<file path="config.mk">
export PLATFORM = sky130hd
export DESIGN_NAME = stdp_weight_rmw_ctrl
export DESIGN_NICKNAME = d
export VERILOG_FILES = /design/src/rtl/stdp_pkg.sv /design/src/rtl/stdp_weight_rmw_ctrl_sat_add.sv /design/src/rtl/stdp_weight_rmw_ctrl.sv
export SDC_FILE = /design/constraint.sdc
export NUM_CORES = 1
export LEC_CHECK = 0
export ABC_CLOCK_PERIOD_IN_PS = 7000
export CORE_MARGIN = 4
export CORE_UTILIZATION = 55
export CTS_CLUSTER_SIZE = 12
export DETAILED_ROUTE_END_ITERATION = 12
export PLACE_DENSITY = 0.86
export SLEW_MARGIN = 40
export SYNTH_ARGS = -nofsm -noshare
export SYNTH_HDL_FRONTEND = slang
export SYNTH_SLANG_ARGS = --single-unit
</file>
<file path="constraint.sdc">
create_clock -name clk -period 7 [get_ports clk]
set_input_delay 0.7 -clock clk [delete_from_list [all_inputs] [get_ports clk]]
set_output_delay 0.7 -clock clk [all_outputs]
set_load 0.005 [all_outputs]
</file>
<file path="src/rtl/stdp_pkg.sv">
// Shared types and helpers for the STDP weight read-modify-write controller.
// Stage fields are sized by the package widths; keep top-level widths in step with them.
package stdp_pkg;

  localparam int STDP_ADDR_BITS  = 4;
  localparam int STDP_DELTA_BITS = 8;

  typedef enum logic {
    OP_INF = 1'b0,
    OP_UPD = 1'b1
  } op_e;

  typedef struct packed {
    logic                              valid;
    op_e                               op;
    logic [STDP_ADDR_BITS-1:0]         addr;
    logic signed [STDP_DELTA_BITS-1:0] delta;
  } stage_t;

  function automatic logic signed [63:0] saturate(
    input logic signed [63:0] x,
    input logic signed [63:0] lo,
    input logic signed [63:0] hi
  );
    if (x > hi) return hi;
    if (x < lo) return lo;
    return x;
  endfunction

endpackage

</file>
<file path="src/rtl/stdp_weight_rmw_ctrl_sat_add.sv">
// Widening signed add of weight and STDP delta, clamped to [W_MIN, W_MAX].
module stdp_sat_add
  import stdp_pkg::*;
#(
  parameter int DATA_WIDTH  = 18,
  parameter int DELTA_WIDTH = 8,
  parameter logic signed [DATA_WIDTH-1:0] W_MAX = {1'b0, {(DATA_WIDTH-1){1'b1}}},
  parameter logic signed [DATA_WIDTH-1:0] W_MIN = {1'b1, {(DATA_WIDTH-1){1'b0}}}
) (
  input  logic signed [DATA_WIDTH-1:0]  operand,
  input  logic signed [DELTA_WIDTH-1:0] delta,
  output logic signed [DATA_WIDTH-1:0]  result,
  output logic                          sat
);

  logic signed [DATA_WIDTH:0] sum;
  logic signed [63:0]         wide;

  always_comb begin
    // One extra bit is enough: |delta| never exceeds the weight range.
    sum    = (DATA_WIDTH+1)'(operand) + (DATA_WIDTH+1)'(delta);
    wide   = 64'(sum);
    result = DATA_WIDTH'(saturate(wide, 64'(W_MIN), 64'(W_MAX)));
    sat    = (wide > 64'(W_MAX)) || (wide < 64'(W_MIN));
  end

endmodule

</file>
<file path="src/rtl/stdp_weight_rmw_ctrl.sv">
// Arbiter and 3-stage read-modify-write pipeline sharing one weight RAM read port
// between inference fetches and STDP updates, with write forwarding for coherence.
module stdp_weight_rmw_ctrl
  import stdp_pkg::*;
#(
  parameter int DATA_WIDTH   = 18,
  parameter int ADDR_WIDTH   = STDP_ADDR_BITS,
  parameter int DELTA_WIDTH  = STDP_DELTA_BITS,
  parameter logic signed [DATA_WIDTH-1:0] W_MAX = {1'b0, {(DATA_WIDTH-1){1'b1}}},
  parameter logic signed [DATA_WIDTH-1:0] W_MIN = {1'b1, {(DATA_WIDTH-1){1'b0}}},
  parameter int STARVE_LIMIT = 4
) (
  input  logic                          clk,
  input  logic                          rst,
  input  logic                          inf_req,
  input  logic [ADDR_WIDTH-1:0]         inf_addr,
  output logic                          inf_ready,
  output logic                          inf_valid,
  output logic signed [DATA_WIDTH-1:0]  inf_data,
  input  logic                          upd_valid,
  input  logic [ADDR_WIDTH-1:0]         upd_addr,
  input  logic signed [DELTA_WIDTH-1:0] upd_delta,
  output logic                          upd_ready,
  output logic [ADDR_WIDTH-1:0]         ram_raddr,
  input  logic signed [DATA_WIDTH-1:0]  ram_rdata,
  output logic [ADDR_WIDTH-1:0]         ram_waddr,
  output logic signed [DATA_WIDTH-1:0]  ram_wdata,
  output logic                          ram_we,
  output logic [15:0]                   sat_count,
  output logic [15:0]                   upd_count
);

  localparam int SW = $clog2(STARVE_LIMIT + 1);
  localparam logic [SW-1:0] STARVE_MAX = SW'(STARVE_LIMIT);

  logic [SW-1:0]                 starve_reg;
  logic [ADDR_WIDTH-1:0]         raddr_reg;
  stage_t                        r_reg;
  logic                          we_reg;
  logic [ADDR_WIDTH-1:0]         waddr_reg;
  logic signed [DATA_WIDTH-1:0]  wdata_reg;
  logic                          ret_valid_reg;
  logic [ADDR_WIDTH-1:0]         ret_addr_reg;
  logic signed [DATA_WIDTH-1:0]  ret_data_reg;
  logic [15:0]                   sat_cnt_reg;
  logic [15:0]                   upd_cnt_reg;

  logic                          force_upd, grant_upd, grant_inf;
  stage_t                        issue;
  logic [ADDR_WIDTH-1:0]         r_addr;
  logic signed [DELTA_WIDTH-1:0] r_delta;
  logic                          r_upd;
  logic signed [DATA_WIDTH-1:0]  operand, sum;
  logic                          sum_sat;

  // Inference wins unless the update has been starved for STARVE_LIMIT cycles.
  assign force_upd = upd_valid && (starve_reg == STARVE_MAX);
  assign grant_upd = !rst && upd_valid && (!inf_req || force_upd);
  assign grant_inf = !rst && inf_req && !grant_upd;

  assign inf_ready = grant_inf;
  assign upd_ready = grant_upd;

  always_comb begin
    issue     = '0;
    ram_raddr = raddr_reg;
    if (grant_upd) begin
      issue.valid = 1'b1;
      issue.op    = OP_UPD;
      issue.addr  = STDP_ADDR_BITS'(upd_addr);
      issue.delta = STDP_DELTA_BITS'(upd_delta);
      ram_raddr   = upd_addr;
    end else if (grant_inf) begin
      issue.valid = 1'b1;
      issue.op    = OP_INF;
      issue.addr  = STDP_ADDR_BITS'(inf_addr);
      ram_raddr   = inf_addr;
    end
  end

  assign r_addr  = ADDR_WIDTH'(r_reg.addr);
  assign r_delta = DELTA_WIDTH'(r_reg.delta);
  assign r_upd   = r_reg.valid && (r_reg.op == OP_UPD);

  // The RAM returns pre-write data for writes landing at or just before the read edge.
  always_comb begin
    operand = ram_rdata;
    if (ret_valid_reg && (ret_addr_reg == r_addr)) operand = ret_data_reg;
    if (we_reg && (waddr_reg == r_addr))           operand = wdata_reg;
  end

  stdp_sat_add #(
    .DATA_WIDTH (DATA_WIDTH),
    .DELTA_WIDTH(DELTA_WIDTH),
    .W_MAX      (W_MAX),
    .W_MIN      (W_MIN)
  ) u_sat_add (
    .operand(operand),
    .delta  (r_delta),
    .result (sum),
    .sat    (sum_sat)
  );

  assign inf_valid = r_reg.valid && (r_reg.op == OP_INF);
  assign inf_data  = inf_valid ? operand : '0;

  always_ff @(posedge clk) begin
    if (rst) begin
      starve_reg    <= '0;
      raddr_reg     <= '0;
      r_reg         <= '0;
      we_reg        <= 1'b0;
      waddr_reg     <= '0;
      wdata_reg     <= '0;
      ret_valid_reg <= 1'b0;
      ret_addr_reg  <= '0;
      ret_data_reg  <= '0;
      sat_cnt_reg   <= '0;
      upd_cnt_reg   <= '0;
    end else begin
      if (grant_upd)      starve_reg <= '0;
      else if (upd_valid) starve_reg <= starve_reg + 1'b1;
      if (issue.valid) raddr_reg <= ram_raddr;
      r_reg  <= issue;
      we_reg <= r_upd;
      if (r_upd) begin
        waddr_reg <= r_addr;
        wdata_reg <= sum;
      end
      if (r_upd && sum_sat && (sat_cnt_reg != 16'hFFFF)) sat_cnt_reg <= sat_cnt_reg + 16'd1;
      ret_valid_reg <= we_reg;
      ret_addr_reg  <= waddr_reg;
      ret_data_reg  <= wdata_reg;
      if (we_reg) upd_cnt_reg <= upd_cnt_reg + 16'd1;
    end
  end

  assign ram_we    = we_reg;
  assign ram_waddr = waddr_reg;
  assign ram_wdata = wdata_reg;
  assign sat_count = sat_cnt_reg;
  assign upd_count = upd_cnt_reg;

endmodule

</file>
==> flow_summary.yaml, run 1 <==
clocking:
  cts_hold_buf: 0
  root_buffer: "clkbuf_8"
  cts_tree: "done"
  cts_num_sinks: 99
  numCtsBuffers: 9
  clkLatencyLatePin_ps: 380
  post_cts_resized: 0
  cts.path.max_buffers: 2
  clk_pin_slew_ps: 100
  post-cts-setup-buffer-count: 0
  h-tree-depth: 3
power_and_ir_drop:
  power_density_nw_per_um2: 173.7
  ir_drop_uv: 109.0
  leakage_nw: 2.718
  p_total_mw: 1.179
sta:
  tns_ps: 0
  fin_crit_ps: 4425
  hold_slack_ps: 486.8
  rsz0062_at_grt: "no"
  hold_viol: 0
  max_clock_freq_mhz: 226.0
  maxSlewHeadroom_pct: 56.08
  clock_skew_ps: 11.17
  slew_violations: 0
  worst_pin_slew_ps: 648.6
  setup_viol: 0
  layout_worst_path_cycle_share_pct: 63.21
setup_path:
  path_max_fanout: 26
  required_ps: 7270
  critPathArrivalTime_ps: 4700
  crit_chain: "inv_1 > a222oi_1 > nand2_1 > buf_4 > a21oi_1 > ha_1 > a21o_1 > a2bb2oi_1 > nand2b_1 > or3_1 > o311a_1 > a211o_1 > a211oi_1 > mux2_2"
  slowest_delay_ps: 430
  start_kind: "flip-flop"
  crit_slowest_cell: "a211o_1"
  crit_type: "reg -> reg"
  r2r-end: "sat_count[8]"
  reg2reg_slack_ps: 2580
  r2r_start: "r_addr[0]"
  end_kind: "flip-flop"
  r2r_cells: 14
layout:
  final_cell_mix: "clkdlybuf4s50_1 (116), dfxtp_1 (99), nor2_1 (75)"
  nFillCells: 737
  antennaDiodeCount: 0
  seqCellArea_sq_um: 1982
  post-route-util_pct: 72.80
  stdcell_count: 860
  syn_to_final_growth_pct: 28.15
  layout_commonest_cell: "clkdlybuf4s50_1"
  nNetsFinal: 787
  multi_input_area_sq_um: 3138
  layout-drive-gt1-share_pct: 8.071
place:
  portBuffers: 117
  dpl.hpwl_mm: 10.08
  gp_congestion: 0.9388
  dp_cells: 844
hold_path:
  holdPathEnd: "raddr_reg[2]"
  hold_start: "raddr_reg[2]"
  holdPathStages: 2
  worst_hold_path_type: "reg -> reg"
routing:
  m1WireLength_mm: 5.836
  vias_per_cell: 5.597
  wl_per_cell_um: 16.05
  vias: 4813
  met2WireLength_mm: 7.055
  drt-total-wl_mm: 13.80
  dr.pass1.iters: 5
  ant_nets: 0
  met3_length_um: 780
  drc_errors: 0
  top_layer: "met4"
  drt_iter0_drc: 218
floorplan:
  core_sq_um: 9328
  pin_count: 118
  dieHeight_um: 106.2
  num_rows: 35
  die_x_um: 106.2
  die_area_sq_um: 11270
  start_util_pct: 56.81
outcome:
  outcome: "finished clean"
yosys:
  synthFlopType: "dfxtp_1"
  yosys.area.top_type_share_pct: 37.40
  yosysTopAreaCell: "dfxtp_1"
  synth_area_leaders: "dfxtp_1 (37%), a21oi_1 (5.5%), nor2_1 (5.5%), ha_1 (5.2%), nor2b_1 (4.0%)"
  synth_edf_count: 0
  synth-async-reset-ratio_pct: 0
  yosysSeqAreaShare_pct: 37.40
  synth_area_sq_um: 5299
  synth_cell_type_count: 63
  yosysWarnings: 0
  syn_inst: 621
  synth_seq_cells: 99
  syn-num-nets: 682
  avgSynthCellArea_sq_um: 8.533
flow_run:
  drv_cap: 0
global_route:
  antenna_found_initial: 0
  grt_util_all_layers_pct: 24.23
  grt_pass1_vias: 4669
  grt_max_degree: 84
  grt_pass1_wl_mm: 22.37
  grt_overflow: 0
==> power breakdown <==
part           internal [mW]  switching [mW]  total, mW
sequential             0.575         0.00903      0.584
combinational         0.0895          0.0901      0.180
clock                  0.204           0.212      0.416
==> routing by layer <==
metal	up-vias	track usage (%)
li1	2373	-
met1	2299	28.46
met2	129	43.53
met3	12	7.225
met4	0	5.088
met5	-	0
==> layout make-up <==
class	count	area share [%]
flip-flops and latches	99	29.19
clock buffers	9	1.824
clock inverters	7	1.456
repair buffers	122	17.78
inverters	21	1.161
multi-input cells	473	46.21
well taps	129	2.377
==> kinds of logic (layout without fill, tap and decap cells) <==
kind of cell / after synthesis / after routing / synth area share (%)
AO/OA/AOI/OAI: 148 / 148 / 19.01
XOR/XNOR: 31 / 31 / 5.124
adder cells (fa/ha/maj): 25 / 25 / 5.950
buffers and inverters: 49 / 159 / 3.684
flip-flops: 99 / 99 / 37.40
multiplexers: 34 / 34 / 6.730
AND/OR/NAND/NOR: 235 / 235 / 22.10
==> how the worst max path moves through the flow <==
| stage | from | end | slack, ps | cells past startpoint |
|---|---|---|---|---|
| global placement | r_addr[0] | sat_count[10] | 2750 | 14 |
| finish | r_addr[0] | sat_count[8] | 2580 | 14 |
| CTS | r_addr[2] | sat_count[8] | 2600 | 14 |
| detailed placement | r_addr[0] | sat_count[8] | 2640 | 14 |
| global route | ram_we | sat_count[8] | 2250 | 14 |
| floorplan | r_addr[2] | sat_count[14] | 2590 | 16 |
==> stage by stage <==
stage	setup slack, ps	instance area, sq um
4_1_cts	2603	6782
3_5_place_dp	2643	6559
3_3_place_gp	2754	6554
6_report	2575	6790
2_1_floorplan	2593	5299
5_1_grt	2246	6790
==> cell usage after synthesis, types with 3 or more instances <==
cell / count
a21oi_1: 58
xnor2_1: 12
nor2_1: 77
nand2b_1: 5
o22a_1: 3
mux2i_1: 21
a31oi_1: 5
nor3_1: 7
and3_1: 8
a311oi_1: 3
dfxtp_1: 99
nand3_1: 18
and2_1: 29
or3_1: 7
a22o_1: 3
a22oi_1: 3
o21ai_0: 17
inv_1: 21
a211oi_1: 9
nand2_1: 37
ha_1: 22
nor2b_1: 34
o31ai_1: 3
xor2_1: 19
o21ba_2: 12
clkbuf_1: 22
a21o_1: 8
mux2_2: 12
==> critical path, delay by kind of cell (launching register included) <==
family                   cells  cell delay, ps
AO/OA/AOI/OAI                7            2010
AND/OR/NAND/NOR              3             800
buffers and inverters        2             400
flip-flops                   1             370
adder cells (fa/ha/maj)      1             370
multiplexers                 1             360
Power figures use the tool's default switching activity.
==> run 2: changes to the inputs <==
--- a/config.mk
+++ b/config.mk
@@ -5,12 +5,12 @@
 export SDC_FILE = /design/constraint.sdc
 export NUM_CORES = 1
 export LEC_CHECK = 0
-export ABC_CLOCK_PERIOD_IN_PS = 7000
+export ABC_CLOCK_PERIOD_IN_PS = 3900
 export CORE_MARGIN = 4
-export CORE_UTILIZATION = 55
+export CORE_UTILIZATION = 46
 export CTS_CLUSTER_SIZE = 12
 export DETAILED_ROUTE_END_ITERATION = 12
-export PLACE_DENSITY = 0.86
+export PLACE_DENSITY = 0.77
 export SLEW_MARGIN = 40
 export SYNTH_ARGS = -nofsm -noshare
 export SYNTH_HDL_FRONTEND = slang
==> constraint.sdc (replaced) <==
create_clock -name clk -period 3.9 [get_ports clk]
set_input_delay 0.39 -clock clk [delete_from_list [all_inputs] [get_ports clk]]
set_output_delay 0.39 -clock clk [all_outputs]
set_load 0.005 [all_outputs]
==> run 2 against run 1 <==
  * The run now ends with setup timing left
  * Utilization down 0.42 points
  * Flip-flop and latch count unchanged
  * Critical endpoint is now sat_count[14]
  * Combinational power rose to 2.5 times the previous value
  * Largest power group unchanged
==> flow_summary.yaml, run 2 (synthesis results as in run 1) <==
outcome:
  outcome: "complete, but fails checks"
  violations: "setup timing"
routing:
  drt-total-wl_mm: 17.31
  dr.pass1.iters: 5
  drt_iter0_drc: 448
  vias_per_cell: 5.671
  wl_per_cell_um: 18.31
  vias: 5359
  drc_errors: 0
  ant_nets: 0
floorplan:
  core_sq_um: 11080
  dieHeight_um: 115.3
  die_area_sq_um: 13300
  start_util_pct: 47.83
  die_x_um: 115.3
  pin_count: 118
  num_rows: 38
global_route:
  grt_pass1_vias: 5129
  antenna_found_initial: 0
  grt_util_all_layers_pct: 23.51
  grt_pass1_wl_mm: 25.02
  grt_overflow: 0
  grt_max_degree: 64
setup_path:
  crit_chain: "xor2_2 > nor4_2 > buf_4 > buf_12 > buf_8 > buf_4 > mux2i_1 > a21oi_1 > ha_1 > nand2_1 > nor2_1 > a21o_1 > a22oi_2 > or4_4 > a211oi_4 > mux2_4"
  cpMostUsedCell: "buf_4"
  required_ps: 4150
  start_kind: "flip-flop"
  critPathArrivalTime_ps: 4410
  path_max_fanout: 8
  slowest_delay_ps: 640
  crit_type: "reg -> reg"
  crit_slowest_cell: "or4_4"
  end_kind: "flip-flop"
clocking:
  clk_pin_slew_ps: 80
  root_buffer: "clkbuf_16"
  cts_hold_buf: 0
  h-tree-depth: 3
  clkLatencyLatePin_ps: 360
  cts.path.max_buffers: 2
  numCtsBuffers: 9
  cts_tree: "done"
  cts_num_sinks: 99
layout:
  final_cell_mix: "clkdlybuf4s50_1 (116), dfxtp_1 (96), nor2_1 (75)"
  post-route-util_pct: 72.37
  layout_commonest_cell: "clkdlybuf4s50_1"
  stdcell_count: 945
  nNetsFinal: 861
  nFillCells: 821
  syn_to_final_growth_pct: 51.31
  antennaDiodeCount: 0
  layout-drive-gt1-share_pct: 25.71
sta:
  hold_viol: 0
  max_clock_freq_mhz: 240.2
  setup_viol: 29
  hold_slack_ps: 411.4
  clock_skew_ps: 10.19
  tns_ps: -3435
  rsz0062_at_grt: "yes"
  fin_crit_ps: 4163
  maxSlewHeadroom_pct: 54.18
  layout_worst_path_cycle_share_pct: 106.8
  timing.final.ws_setup_ps: -263.5
  worst_pin_slew_ps: 686.3
  slew_violations: 0
place:
  portBuffers: 117
  dpl.hpwl_mm: 11.30
  dp_cells: 905
  gp_congestion: 0.8993
hold_path:
  worst_hold_path_type: "in -> reg"
power_and_ir_drop:
  power_density_nw_per_um2: 299.2
  ir_drop_uv: 314.9
  p_total_mw: 2.399
  leakage_nw: 3.194
flow_run:
  drv_cap: 0
run 2: changes by cell type in the layout (fill, tap and decap cells not counted), sizes merged:
cell | previous run | this run
buf | 6 | 77
bufinv | 2 | 0
inv | 23 | 25
a211o | 2 | 3
clkbuf | 9 | 10
clkinv | 2 | 3
clkinvlp | 1 | 0
or4 | 2 | 3
run 2: final cells by class:
| cell class | instances | area (sq um) | share of cell area [%] |
|---|---|---|---|
| Multi-Input combinational cell | 475 | 3674 | 45.82 |
| Tap cell | 140 | 175.2 | 2.185 |
| Clock inverter | 7 | 78.83 | 0.9831 |
| Clock buffer | 9 | 225.2 | 2.809 |
| Timing Repair Buffer | 194 | 1798 | 22.43 |
| Inverter | 21 | 78.83 | 0.9831 |
| Sequential cell | 99 | 1988 | 24.80 |
run 2: final timing paths:
kind                                    from       endpoint  slack, ps  depth (start not counted)
worst min register to register  raddr_reg[2]   raddr_reg[2]        470                          2
worst min-delay path                     rst   upd_count[4]        410                          2
worst max register to register     r_addr[2]  sat_count[14]       -260                         16
worst max-delay path               r_addr[2]  sat_count[14]       -260                         16
run 2: timing repair:
action | in CTS | in global routing
pin swaps | 2 | 38
gates cloned | 2 | 2
endpoints found under the setup margin | 27 | 33
setup buffers | 2 | 18
resized for setup | 30 | 89
run 2: stage by stage:
stage,setup slack [ps],instance area [sq um]
CTS,-133.5,7457
global placement,-53.16,6988
global route,-415.8,8018
detailed placement,-231.1,6988
floorplan,6.048,5335
finish,-263.5,8018
run 2: critical path: cells and delay by family (launching register included):
kind	cells	cell delay, ps
XOR/XNOR	1	150
adder cells (fa/ha/maj)	1	390
flip-flops	1	360
buffers and inverters	4	580
AND/OR/NAND/NOR	4	1230
AO/OA/AOI/OAI	4	840
multiplexers	2	490
run 2: metal layers:
metal,vias up,global-route usage [%],part of all wire [%]
li1,2525,-,-
met1,2590,29.36,41
met2,217,40.66,51
met3,27,4.895,5.9
met4,0,7.277,1.7
met5,-,0,0
run 2: power breakdown:
part	switching, mW	leakage [nW]	total, mW	internal [mW]
Combinational	0.222	2.24	0.451	0.229
Sequential	0.0173	0.803	1.05	1.03
Clock	0.442	0.148	0.898	0.456
Total	0.681	3.19	2.40	1.72
